<file path="config.mk">
export PLATFORM = sky130hd
export DESIGN_NAME = multi_spi_tx
export DESIGN_NICKNAME = d
export VERILOG_FILES = /design/src/rtl/multi_spi_pkg.sv /design/src/rtl/multi_spi_beat_timer.sv /design/src/rtl/multi_spi_tx.sv
export SDC_FILE = /design/constraint.sdc
export NUM_CORES = 1
export LEC_CHECK = 0
export CORE_ASPECT_RATIO = 1.25
export CORE_MARGIN = 8
export CORE_UTILIZATION = 44
export CTS_BUF_LIST = sky130_fd_sc_hd__clkbuf_16
export CTS_CLUSTER_SIZE = 12
export DETAILED_ROUTE_END_ITERATION = 16
export GPL_TIMING_DRIVEN = 0
export PLACE_DENSITY_LB_ADDON = 0.12
export SLEW_MARGIN = 20
export SYNTH_ARGS = -nofsm -noshare
export SYNTH_HDL_FRONTEND = slang
export SYNTH_HIERARCHICAL = 1
export SYNTH_SLANG_ARGS = --single-unit
</file>
<file path="constraint.sdc">
create_clock -name clk -period 1.83 [get_ports clk]
set_clock_uncertainty 0.2 [all_clocks]
set_input_delay 0.2745 -clock clk [delete_from_list [all_inputs] [get_ports clk]]
set_output_delay 0.2745 -clock clk [all_outputs]
set_load 0.005 [all_outputs]
</file>
<file path="src/rtl/multi_spi_pkg.sv">
// Shared definitions for the multi-lane SPI loaders and the transmit serialiser.
package multi_spi_pkg;

    localparam int DEFAULT_LANES = 4;

    typedef enum logic [1:0] {
        IDLE   = 2'd0,
        SHIFT  = 2'd1,
        PARITY = 2'd2
    } spi_state_e;

    function automatic int beat_count(input int regsize, input int lanes);
        return regsize / lanes;
    endfunction

    // Counters need at least one bit even when their range is a single value.
    function automatic int cnt_width(input int range_n);
        return (range_n > 1) ? $clog2(range_n) : 1;
    endfunction

endpackage

</file>
<file path="src/rtl/multi_spi_beat_timer.sv">
// Beat pacing for the serialiser: holds each beat DIV cycles and tracks which beat is on the bus.
module multi_spi_beat_timer
    import multi_spi_pkg::*;
#(
    parameter int NBEATS = 8,
    parameter int DIV    = 1
)(
    input  logic clk,
    input  logic rst_n,
    input  logic clear,
    input  logic run,
    output logic beat_adv,
    output logic last_beat
);

    localparam int DW = cnt_width(DIV);
    localparam int BW = cnt_width(NBEATS);
    localparam logic [DW-1:0] DIV_MAX  = DW'(DIV - 1);
    localparam logic [BW-1:0] BEAT_MAX = BW'(NBEATS - 1);

    logic [DW-1:0] div_cnt;
    logic [BW-1:0] beat_cnt;

    assign beat_adv  = run && (div_cnt == DIV_MAX);
    assign last_beat = (beat_cnt == BEAT_MAX);

    // The beat counter parks on its terminal value so a trailing parity beat reuses the divider.
    always_ff @(posedge clk) begin
        if (!rst_n || clear) begin
            div_cnt  <= '0;
            beat_cnt <= '0;
        end else if (run) begin
            if (div_cnt == DIV_MAX) begin
                div_cnt <= '0;
                if (!last_beat) begin
                    beat_cnt <= beat_cnt + 1'b1;
                end
            end else begin
                div_cnt <= div_cnt + 1'b1;
            end
        end
    end

endmodule

</file>
<file path="src/rtl/multi_spi_tx.sv">
// Serialises a result word onto a LANES-wide bus, MSB beat first, with valid/done strobes.
// Optional trailing XOR-fold parity beat enabled by defining MULTI_SPI_TX_PARITY_EN.
module multi_spi_tx
    import multi_spi_pkg::*;
#(
    parameter int REGSIZE = 32,
    parameter int LANES   = DEFAULT_LANES,
    parameter int DIV     = 1
)(
    input  logic               clk,
    input  logic               rst_n,
    input  logic               load,
    input  logic [REGSIZE-1:0] data_in,
    input  logic               abort,
    output logic               ready,
    output logic [LANES-1:0]   O,
    output logic               valid,
    output logic               done
);

    localparam int BEATS = beat_count(REGSIZE, LANES);

    generate
        if ((REGSIZE % LANES) != 0 || DIV < 1) begin : g_param_check
            $error("multi_spi_tx: REGSIZE must be a multiple of LANES and DIV must be >= 1");
        end
    endgenerate

    spi_state_e         state, state_next;
    logic [REGSIZE-1:0] shift_reg, shift_next;
    logic [LANES-1:0]   o_next;
    logic               valid_next, done_next;
    logic               timer_clear, timer_run, beat_adv, last_beat;

`ifdef MULTI_SPI_TX_PARITY_EN
    logic [LANES-1:0] parity_reg, parity_next;

    function automatic logic [LANES-1:0] lane_fold(input logic [REGSIZE-1:0] word);
        logic [LANES-1:0] acc;
        acc = '0;
        for (int i = 0; i < BEATS; i++) begin
            acc ^= word[i*LANES +: LANES];
        end
        return acc;
    endfunction
`endif

    assign ready       = (state == IDLE);
    assign timer_run   = (state != IDLE);
    assign timer_clear = (state == IDLE) || abort;

    multi_spi_beat_timer #(
        .NBEATS (BEATS),
        .DIV    (DIV)
    ) u_timer (
        .clk       (clk),
        .rst_n     (rst_n),
        .clear     (timer_clear),
        .run       (timer_run),
        .beat_adv  (beat_adv),
        .last_beat (last_beat)
    );

    always_ff @(posedge clk) begin
        if (!rst_n) begin
            state     <= IDLE;
            shift_reg <= '0;
            O         <= '0;
            valid     <= 1'b0;
            done      <= 1'b0;
`ifdef MULTI_SPI_TX_PARITY_EN
            parity_reg <= '0;
`endif
        end else begin
            state     <= state_next;
            shift_reg <= shift_next;
            O         <= o_next;
            valid     <= valid_next;
            done      <= done_next;
`ifdef MULTI_SPI_TX_PARITY_EN
            parity_reg <= parity_next;
`endif
        end
    end

    // shift_reg holds only the beats still to come, already aligned to the top.
    always_comb begin
        state_next = state;
        shift_next = shift_reg;
        o_next     = O;
        valid_next = valid;
        done_next  = 1'b0;
`ifdef MULTI_SPI_TX_PARITY_EN
        parity_next = parity_reg;
`endif
        case (state)
            IDLE: begin
                o_next     = '0;
                valid_next = 1'b0;
                if (load && !abort) begin
                    shift_next = data_in << LANES;
                    o_next     = data_in[REGSIZE-1 -: LANES];
                    valid_next = 1'b1;
                    state_next = SHIFT;
`ifdef MULTI_SPI_TX_PARITY_EN
                    parity_next = lane_fold(data_in);
`endif
                end
            end
            SHIFT: begin
                if (abort) begin
                    state_next = IDLE;
                    o_next     = '0;
                    valid_next = 1'b0;
                end else if (beat_adv) begin
                    if (last_beat) begin
`ifdef MULTI_SPI_TX_PARITY_EN
                        state_next = PARITY;
                        o_next     = parity_reg;
`else
                        state_next = IDLE;
                        o_next     = '0;
                        valid_next = 1'b0;
                        done_next  = 1'b1;
`endif
                    end else begin
                        shift_next = shift_reg << LANES;
                        o_next     = shift_reg[REGSIZE-1 -: LANES];
                    end
                end
            end
            PARITY: begin
                if (abort) begin
                    state_next = IDLE;
                    o_next     = '0;
                    valid_next = 1'b0;
                end else if (beat_adv) begin
                    state_next = IDLE;
                    o_next     = '0;
                    valid_next = 1'b0;
                    done_next  = 1'b1;
                end
            end
            default: begin
                state_next = IDLE;
                o_next     = '0;
                valid_next = 1'b0;
            end
        endcase
    end

endmodule

</file>
==> flow_summary_export.csv, run 1 <==
group,metric,value,unit
route,vias,1568,
critical_path,startpoint_type,"flip-flop",
grt,grt_busiest_layer,"met2",
pwr,cellPowerDensity,822,nW/um2
grt,antenna_found_initial,0,
final_layout,multiInputGateArea,973,um2
placement,place_congestion,0.765,
grt,use_met2,0.272,
status,violations,"setup timing",
final_layout,fill_cells,345,
final_layout,drive_above_1_share,0.172,
synth,syn_area,1810,um2
route,antenna_left,0,
final_layout,num_antenna_cells,0,
final_layout,fin_util,0.655,
route,drtIter0Drc,101,
final_layout,design_area,2640,um2
critical_path,cp_max_fo,9,
grt,grt_max_degree,12,
floorplanning,start_util,0.449,
floorplanning,dieArea,6430,um2
route,drt-total-wl,4650,um
route,via_per_inst,5.32,
synth,yosysWarnings,6,
grt,use_met1,0.169,
grt,grt_usage,0.151,
grt,grt_overflow,0,
final_layout,register_area,764,um2
clock_tree,insertion_delay,0.28,ns
critical_path,path_class,"reg2reg",
timing,period_minus_slack,1.87,ns
floorplanning,die_h,87.7,um
pwr,p_leak,1.20,nW
clock_tree,clock-root-buffer,"clkbuf_16",
route,route.detailed.drc,0,
timing,hold_violations,0,
synth,ys_seq_area_frac,0.420,
floorplanning,fp.coreArea,4030,um2
placement,dp_slack,-0.335,ns
hold_path,hold_class,"reg2reg",
synth,syn_area_per_cell,10.1,um2
critical_path,end_kind,"flip-flop",
floorplanning,io_pins,43,
placement,placed_cells,277,
status,outcome,"finished, violations left",
timing,period_share,1.02,
clock_tree,cts_hold_buf,0,
clock_tree,clockBufferDepth,2,
job,drv_cap,0,
clock_tree,clock-sinks,38,
timing,fin_setup_tns,-0.385,ns
route,wire_per_inst,15.8,um
placement,dp_hpwl,3230,um
final_layout,areaGrowthSynthToFinish,46.1,%
final_layout,final_net_count,277,
synth,synth_nets,217,
grt,grt_pass1_wl,7730,um
critical_path,cp.required,1.80,ns
clock_tree,cts_made_buffers,5,
timing,fmax,535,MHz
critical_path,arrival,1.84,ns
synth,ys_ff_latch,38,
final_layout,final_cell_count_no_fill,295,
clock_tree,htree_levels,2,
clock_tree,clk_pin_slew,0.05,ns
grt,grt_pass1_vias,1661,
timing,fin_ws,-0.0393,ns
floorplanning,die_w,73.4,um
timing,setup_viol,19,
timing,holdWs,0.256,ns
floorplanning,num_rows,26,
final_layout,largest_reg_flops,28,
timing,slew_viol_final,0,
timing,slew_headroom,0.698,
grt,use_met3,0.0389,
placement,io_buffers,42,
route,drtPass1Iterations,4,
pwr,peakVddDrop,0.715,mV
pwr,power.total,2.17,mW
clock_tree,cts_tree,"done",
synth,synth.distinct_cells,27,
timing,tightest_slew,0.452,ns
timing,rsz0062_at_grt,"true",
placement,placed_area,2330,um2
synth,synthCells,179,
layout make-up:
cell class                      count  area share
Multi-Input combinational cell    121       0.368
Sequential cell                    38       0.289
Timing Repair Buffer               53       0.201
Buffer                             18      0.0525
Clock buffer                        5      0.0473
Tap cell                           56      0.0265
Clock inverter                      2      0.0128
Inverter                            2     0.00284
kinds of logic (layout without fill, tap and decap cells):
group / count (synthesis) / in the layout / share of synthesized area
compound gates: 64 / 64 / 0.261
fa+ha+maj: 2 / 2 / 0.0138
buf+inv: 20 / 80 / 0.0602
mux: 26 / 26 / 0.144
simple gates: 28 / 28 / 0.0954
xor+xnor: 1 / 1 / 0.00484
flops: 38 / 38 / 0.420
worst max-delay path: stages, from the launching register on:
cell and delay, ns:
dfxtp_2 0.33, buf_4 0.12, clkbuf_2 0.16, and4bb_4 0.22
or2_4 0.24, buf_8 0.15, buf_6 0.13, o211a_1 0.21
metal layers:
layer / wire (um) / vias up
met5: 0 / -
met4: 31 / 0
met3: 239 / 4
met2: 2410 / 39
met1: 1970 / 746
li1: - / 779
synth_stat cells:
cell type | number | share of area
dfxtp_1 | 38 | 0.42
mux2i_1 | 26 | 0.14
o211a_1 | 24 | 0.13
o21ai_0 | 24 | 0.066
clkbuf_1 | 10 | 0.021
nand2b_1 | 6 | 0.021
a21oi_1 | 5 | 0.014
nand3_1 | 5 | 0.014
and2_1 | 4 | 0.014
nand2_1 | 4 | 0.0083
nor2_1 | 4 | 0.0083
o21ai_1 | 4 | 0.011
o221a_1 | 4 | 0.025
buf_6 | 3 | 0.019
buf_2 | 2 | 0.0055
buf_4 | 2 | 0.0083
ha_1 | 2 | 0.014
o21a_1 | 2 | 0.0083
or2_1 | 2 | 0.0069
a211oi_1 | 1 | 0.0042
and4bb_4 | 1 | 0.0090
clkbuf_2 | 1 | 0.0028
inv_1 | 1 | 0.0021
inv_2 | 1 | 0.0021
nor2b_4 | 1 | 0.0076
nor3b_2 | 1 | 0.0069
xnor2_1 | 1 | 0.0048
where the power goes:
group | total (mW) | internal [mW] | leakage [nW] | switching (mW)
Sequential | 0.907 | 0.879 | 0.313 | 0.0280
Clock | 0.947 | 0.630 | 0.0773 | 0.318
Combinational | 0.320 | 0.196 | 0.812 | 0.124
layout by cell type, fill, tap and decap left out, types with 6 or more instances in the layout:
cell type and n:
clkdlybuf4s50_1 41, dfxtp_1 35, mux2i_1 26, o21ai_0 24, o211a_1 24, buf_4 8, buf_6 6, nand2b_1 6
worst paths after layout:
path | slack, ns | cells after the start | to | start
min reg2reg | 0.26 | 2 | shift_reg[5]$_SDFFE_PN0P_ | shift_reg[5]$_SDFFE_PN0P_
max reg2reg | -0.04 | 7 | shift_reg[22]$_SDFFE_PN0P_ | state[0]$_SDFFE_PN0P_
max | -0.04 | 7 | shift_reg[22]$_SDFFE_PN0P_ | state[0]$_SDFFE_PN0P_
min | 0.26 | 2 | shift_reg[5]$_SDFFE_PN0P_ | shift_reg[5]$_SDFFE_PN0P_
repair_timing:
item                       4_1_cts  5_1_grt
resized for setup               18       13
cloned                           3        0
setup buffers                    8        0
setup endpoints to repair       29       27
pin swaps                        6        3
No activity file was read; power rests on OpenSTA's default activity.
==> run 2: changes to the inputs <==
Settings changed: CTS_CLUSTER_SIZE 12 to default.
==> results of run 2 <==
The final DEF is identical to that of run 1; final timing and power are the same.
==> variant 1 (config.mk and constraints of run 2) <==
`REGSIZE`: 32 -> 128.
--- a/src/rtl/multi_spi_tx.sv
+++ b/src/rtl/multi_spi_tx.sv
@@ -4,5 +4,5 @@
     import multi_spi_pkg::*;
 #(
-    parameter int REGSIZE = 32,
+    parameter int REGSIZE = 128,
     parameter int LANES   = DEFAULT_LANES,
     parameter int DIV     = 1
Ports: changed (resized data_in); port bits go from 43 to 139. The function was not compared with the original's and may differ.
==> variant 1 against run 2 <==
Setup slack worse by 310 ps. Cell area grew to 3.4 times the old value. Sequential share of layout area is 1.3 points higher. Core utilization is 2.9 points lower. Area after synthesis grew to 3.6 times the old value. Total power grew to 3.8 times the old value. The flow still finishes with violations (setup timing). Sequential cell count is 98 higher. Largest cell class unchanged. Final cell count grew to 3.4 times the old value. Largest power group unchanged. Combinational power grew to 3.5 times the old value. Wire length grew to 3.9 times the old value.
==> variant 1: results (changes against run 2) <==
stage,metric,value,unit,change
grt,largest net degree at the start of global routing,17,,+5
critical_path,critical path type,reg -> reg,,
grt,GRT Total Usage,0.1853,,+0.03464
logic_synthesis,Area contributors post-synth,"dfxtp_1, mux2i_1, o211a_1",,
placed_design,RePlAce Congestion,0.7585,,-0.89%
layout,nets@finish,932,,+240%
route,Vias,5505,,+250%
grt,met2 Usage GRT,0.3297,,+0.05746
critical_path,Crit Path Max Fanout,10,,+1
layout,max reg flops,124,,+340%
logic_synthesis,syn_nets,765,,+250%
grt,initial antenna violation count,1,,+1
route,router iterations before antenna repair,5,,+1
critical_path,data arrival time of the critical path,2280,ps,+440 ps
clock_network,clk slew on worst S/H paths,60,ps,
placed_design,Final HPWL DP,12970,µm,+300%
logic_synthesis,yosys warns,6,,unchanged
clock_network,clock root buffer,clkbuf_16,,
grt,first-pass GRT wire length,28730,µm,+270%
pwr,Logic pwr share,0.136,,-0.011
placed_design,Placed Area,0.008134,mm²,+250%
clock_network,H-Tree Depth,4,,+2
grt,gr busiest metal,met2,,
clock_network,Worst-Skew Late Latency,420,ps,+140 ps
layout,# diodes,0,,unchanged
logic_synthesis,sequential area share after synthesis,0.4201,,about the same
timing,setup violators final,126,,+107
clock_network,CTS Buffer Depth,2,,unchanged
logic_synthesis,Post-synth ARST share,0,,unchanged
logic_synthesis,top post-synthesis cells by count,"dfxtp_1, o21ai_0, mux2i_1, o211a_1, clkbuf_1",,
pwr,Pleak,4.444,nW,+270%
critical_path,worst stage delay on the critical path,350,ps,+20 ps
pwr,Reg power frac,0.399,,-0.018
placed_design,Post-Place Setup Slack,-810.8,ps,-475.6 ps
grt,met1 usage,0.2147,,+0.04613
layout,fin cells,989,,+240%
worst_hold_path,Hold Startpoint,shift_reg[5],,
run_status,status,"finished, violations left",,
placed_design,port bufs,138,,+230%
logic_synthesis,Synth cell types,31,,+15%
layout,share of cells above drive strength 1,0.1319,,-0.03961
route,DR WL/cell,18.11,µm,+15%
run_status,violated checks,setup timing,,
grt,vias in the first global route,5708,,+240%
placed_design,# placed instances,947,,+240%
clock_network,CTS Buf Count,17,,+12
pwr,Net Switching,1.854,mW,+290%
route,DR iter-0 viols,276,,+170%
worst_hold_path,Min-Delay Path Class,reg -> reg,,
pwr,worst vdd ir,0.6448,mV,-9.8%
grt,Global Route met3 Usage,0.04351,,+0.004562
pwr,Seq power,3.29,mW,+260%
timing,setup_tns,-37020,ps,-36640 ps
logic_synthesis,synthesized instance count,631,,+250%
timing,Rel. slew slack,0.4961,,-0.2022
timing,min setup slack post-route,-347.4,ps,-308.1 ps
critical_path,reg2reg start,u_timer/beat_cnt[1],,
[variant 1: final cells by class]
type                            count  area, µm²
Fill cell                        1183       5380
Multi-Input combinational cell    420       3437
Sequential cell                   136       2731
Timing Repair Buffer              148       1496
Buffer                             73      474.2
Clock buffer                       17      425.4
Clock inverter                     15      232.7
Tap cell                          178      222.7
Inverter                            2      7.507
[variant 1: metrics by stage]
step / hold WS (ps) / utilization
final: 250.9 / 0.6266
after CTS: 243.9 / 0.6228
after floorplan: 211.9 / -
after detailed placement: 246.7 / 0.5646
after global routing: 270.9 / 0.6266
after global placement: 244.0 / 0.5646
[variant 1: final timing paths]
| kind | end | cells after the start |
|---|---|---|
| hold / removal | shift_reg[5] | 2 |
| setup / recovery | shift_reg[102] | 9 |
| hold reg to reg | shift_reg[5] | 2 |
| setup reg to reg | shift_reg[102] | 9 |
[variant 1: cells by family after synthesis]
logic type                 share of synthesized area
and+or+nand+nor                              0.03301
DFF                                           0.4201
muxes                                         0.1853
AOI/OAI and AO/OA                             0.2985
adders and majority gates                   0.003860
buffers and inverters                        0.05657
xor gates and xnor gates                    0.002703
[variant 1: worst max-delay path, delay by kind of cell, from the launching register on]
kind / cells / cell delay (ps)
AND/OR/NAND/NOR: 3 / 620
adder cells (fa/ha/maj): 2 / 260
buffers and inverters: 3 / 440
AO/OA/AOI/OAI: 1 / 200
flip-flops: 1 / 350
[variant 1: repair_timing]
action                                  CTS  global route
endpoints found under the setup margin  131           131
buffers inserted                          8             0
cloned                                    1             1
resized for setup                        40            14
hold buffers                              0             0
pin swaps                                 2             3
endpoints found under the hold margin     0             0
[variant 1: per-layer routing]
metal,share of wire,vias up
li1,-,2720
met1,0.44,2628
met2,0.50,134
met3,0.044,21
met4,0.015,2
met5,0.00084,-
==> variant 2 (flow settings as in run 2) <==
Made on the original files. Take the reset off `shift_reg` and load it in a clocked block of its own.
--- a/src/rtl/multi_spi_tx.sv
+++ b/src/rtl/multi_spi_tx.sv
@@ -65,5 +65,4 @@
         if (!rst_n) begin
             state     <= IDLE;
-            shift_reg <= '0;
             O         <= '0;
             valid     <= 1'b0;
@@ -74,5 +73,4 @@
         end else begin
             state     <= state_next;
-            shift_reg <= shift_next;
             O         <= o_next;
             valid     <= valid_next;
@@ -82,4 +80,8 @@
 `endif
         end
+    end
+
+    always_ff @(posedge clk) begin
+        shift_reg <= shift_next;
     end
 
Function: no difference found for any inputs over 10 cycles, from zero or initial values and one cycle with rst_n low; that may be too few to reach the edited logic, so the function may still have changed.
==> variant 2 against run 2 <==
The flow still finishes with violations (setup timing). Total power shrank 7.1%. First-iteration DRC count fell by 69%. Wire length shrank 22%. Setup slack better by 30 ps. Sequential cell count unchanged. Sequential power is 8.7% higher. Cell area fell by 7.6%. Count of clock-buffer cells in the layout unchanged. Largest power group is now sequential cells. Area after synthesis down 8.6%.
==> variant 2: results (changes against run 2) <==
stage,metric,value,unit,change
timing,worst slew pin tran,384.9,ps,-67.54 ps
logic_synthesis,sequential area share after synthesis,0.6298,,+0.2094
logic_synthesis,syn_nets,150,,-31%
timing,Hold WS,326.4,ps,+70.08 ps
logic_synthesis,top post-synthesis cells by count,"edfxtp_1, mux2_2, dfxtp_1, a21oi_1, nand2b_1",,
grt,initial antenna violation count,0,,unchanged
logic_synthesis,Post-synth EDFFs,28,,+28
critical_path,Worst Setup SP,u_timer/beat_cnt[1],,
logic_synthesis,Avg Synthesized Cell Area,14.76,µm²,+46%
timing,setup_tns,-64.80,ps,+319.8 ps
run_status,status,"finished, violations left",,
pwr,worst vdd ir,0.7647,mV,+7.0%
route,Vias/cell,5.199,,-2.2%
route,final WL,3648,µm,-22%
pwr,Logic pwr share,0.119,,-0.028
grt,vias in the first global route,1283,,-23%
worst_hold_path,Hold Startpoint,O[1],,
grt,first-pass GRT wire length,6058,µm,-22%
run_status,violated checks,setup timing,,
clock_network,CTS Buf Count,5,,unchanged
placed_design,# placed instances,194,,-30%
pwr,clock-net power,794,µW,-16%
layout,fin cells,211,,-28%
clock_network,CTS Buffer Depth,2,,unchanged
layout,register area,0.001047,mm²,+37%
pwr,Cell Int Power,1.620,mW,-5.0%
critical_path,data arrival time of the critical path,1630,ps,-210 ps
worst_hold_path,Min-Delay Path Class,reg -> reg,,
timing,setup violators final,7,,-12
layout,fillers,292,,-15%
critical_path,Crit Path Max Fanout,7,,-2
logic_synthesis,Area contributors post-synth,"edfxtp_1, mux2_2, dfxtp_1",,
logic_synthesis,Post-synth ARST share,0,,unchanged
route,DR iter-0 viols,31,,-69%
grt,GRT Total Usage,0.1311,,-0.01952
timing,min setup slack post-route,-9.658,ps,+29.62 ps
placed_design,RePlAce Congestion,0.7892,,+3.1%
logic_synthesis,Synth cell types,24,,-11%
layout,share of cells above drive strength 1,0.3041,,+0.1325
placed_design,Final HPWL DP,2416,µm,-25%
pwr,Pleak,0.8760,nW,-27%
pwr,Net Sw Frac,0.1980,,-0.01783
critical_path,worst stage delay on the critical path,330,ps,about the same
[variant 2: repair_timing]
item,4_1_cts,5_1_grt
endpoints found under the setup margin,29,32
gates resized for setup,9,4
buffers inserted,8,1
hold endpoints to repair,0,0
pin swaps,3,1
cloned,3,0
[variant 2: worst paths after layout]
check            endpoint  cells past startpoint
max reg2reg  shift_reg[8]                      6
max          shift_reg[8]                      6
min reg2reg          O[1]                      1
min                  O[1]                      1
[variant 2: routing by layer]
layer,vias up,share of wire,GRT usage
met2,37,0.53,0.2375
met3,6,0.073,0.05244
met1,527,0.39,0.1264
met4,0,0.016,0.05693
li1,527,-,-
met5,-,0,0
[variant 2: stage by stage]
| step | area, µm² | worst slack, ps |
|---|---|---|
| floorplan | 1693 | -148.8 |
| global placement | 2163 | -387.9 |
| detailed placement | 2163 | -438.3 |
| CTS | 2476 | -24.82 |
| global route | 2444 | -71.42 |
| finish | 2444 | -9.658 |
[variant 2: cell families (layout without fill, tap and decap cells)]
logic type               count (synthesis)  in the layout  synth area share
flip-flops                              38             38            0.6298
adder cells (fa/ha/maj)                  2              2           0.01514
AND/OR/NAND/NOR                         24             24           0.09159
multiplexers                            26             26            0.1756
AO/OA/AOI/OAI                           13             14           0.05904
XOR/XNOR                                 1              1          0.005300
buffers and inverters                    8             66           0.02347
[variant 2: cell type report]
cell class              instances  area share
clock buffers                   5     0.05120
clock inverters                 3    0.004608
multi-input cells              67      0.2560
flip-flops and latches         38      0.4286
well taps                      40     0.02048
inverters                       2    0.003072
plain buffers                   5     0.01382
repair buffers                 51      0.2222
[variant 2: worst register-to-register path: cells and delay by family (launching register included)]
family          cells  cell delay, ps
fa+ha+maj           2             310
compound gates      1             190
flops               1             330
buf+inv             2             340
simple gates        1             190
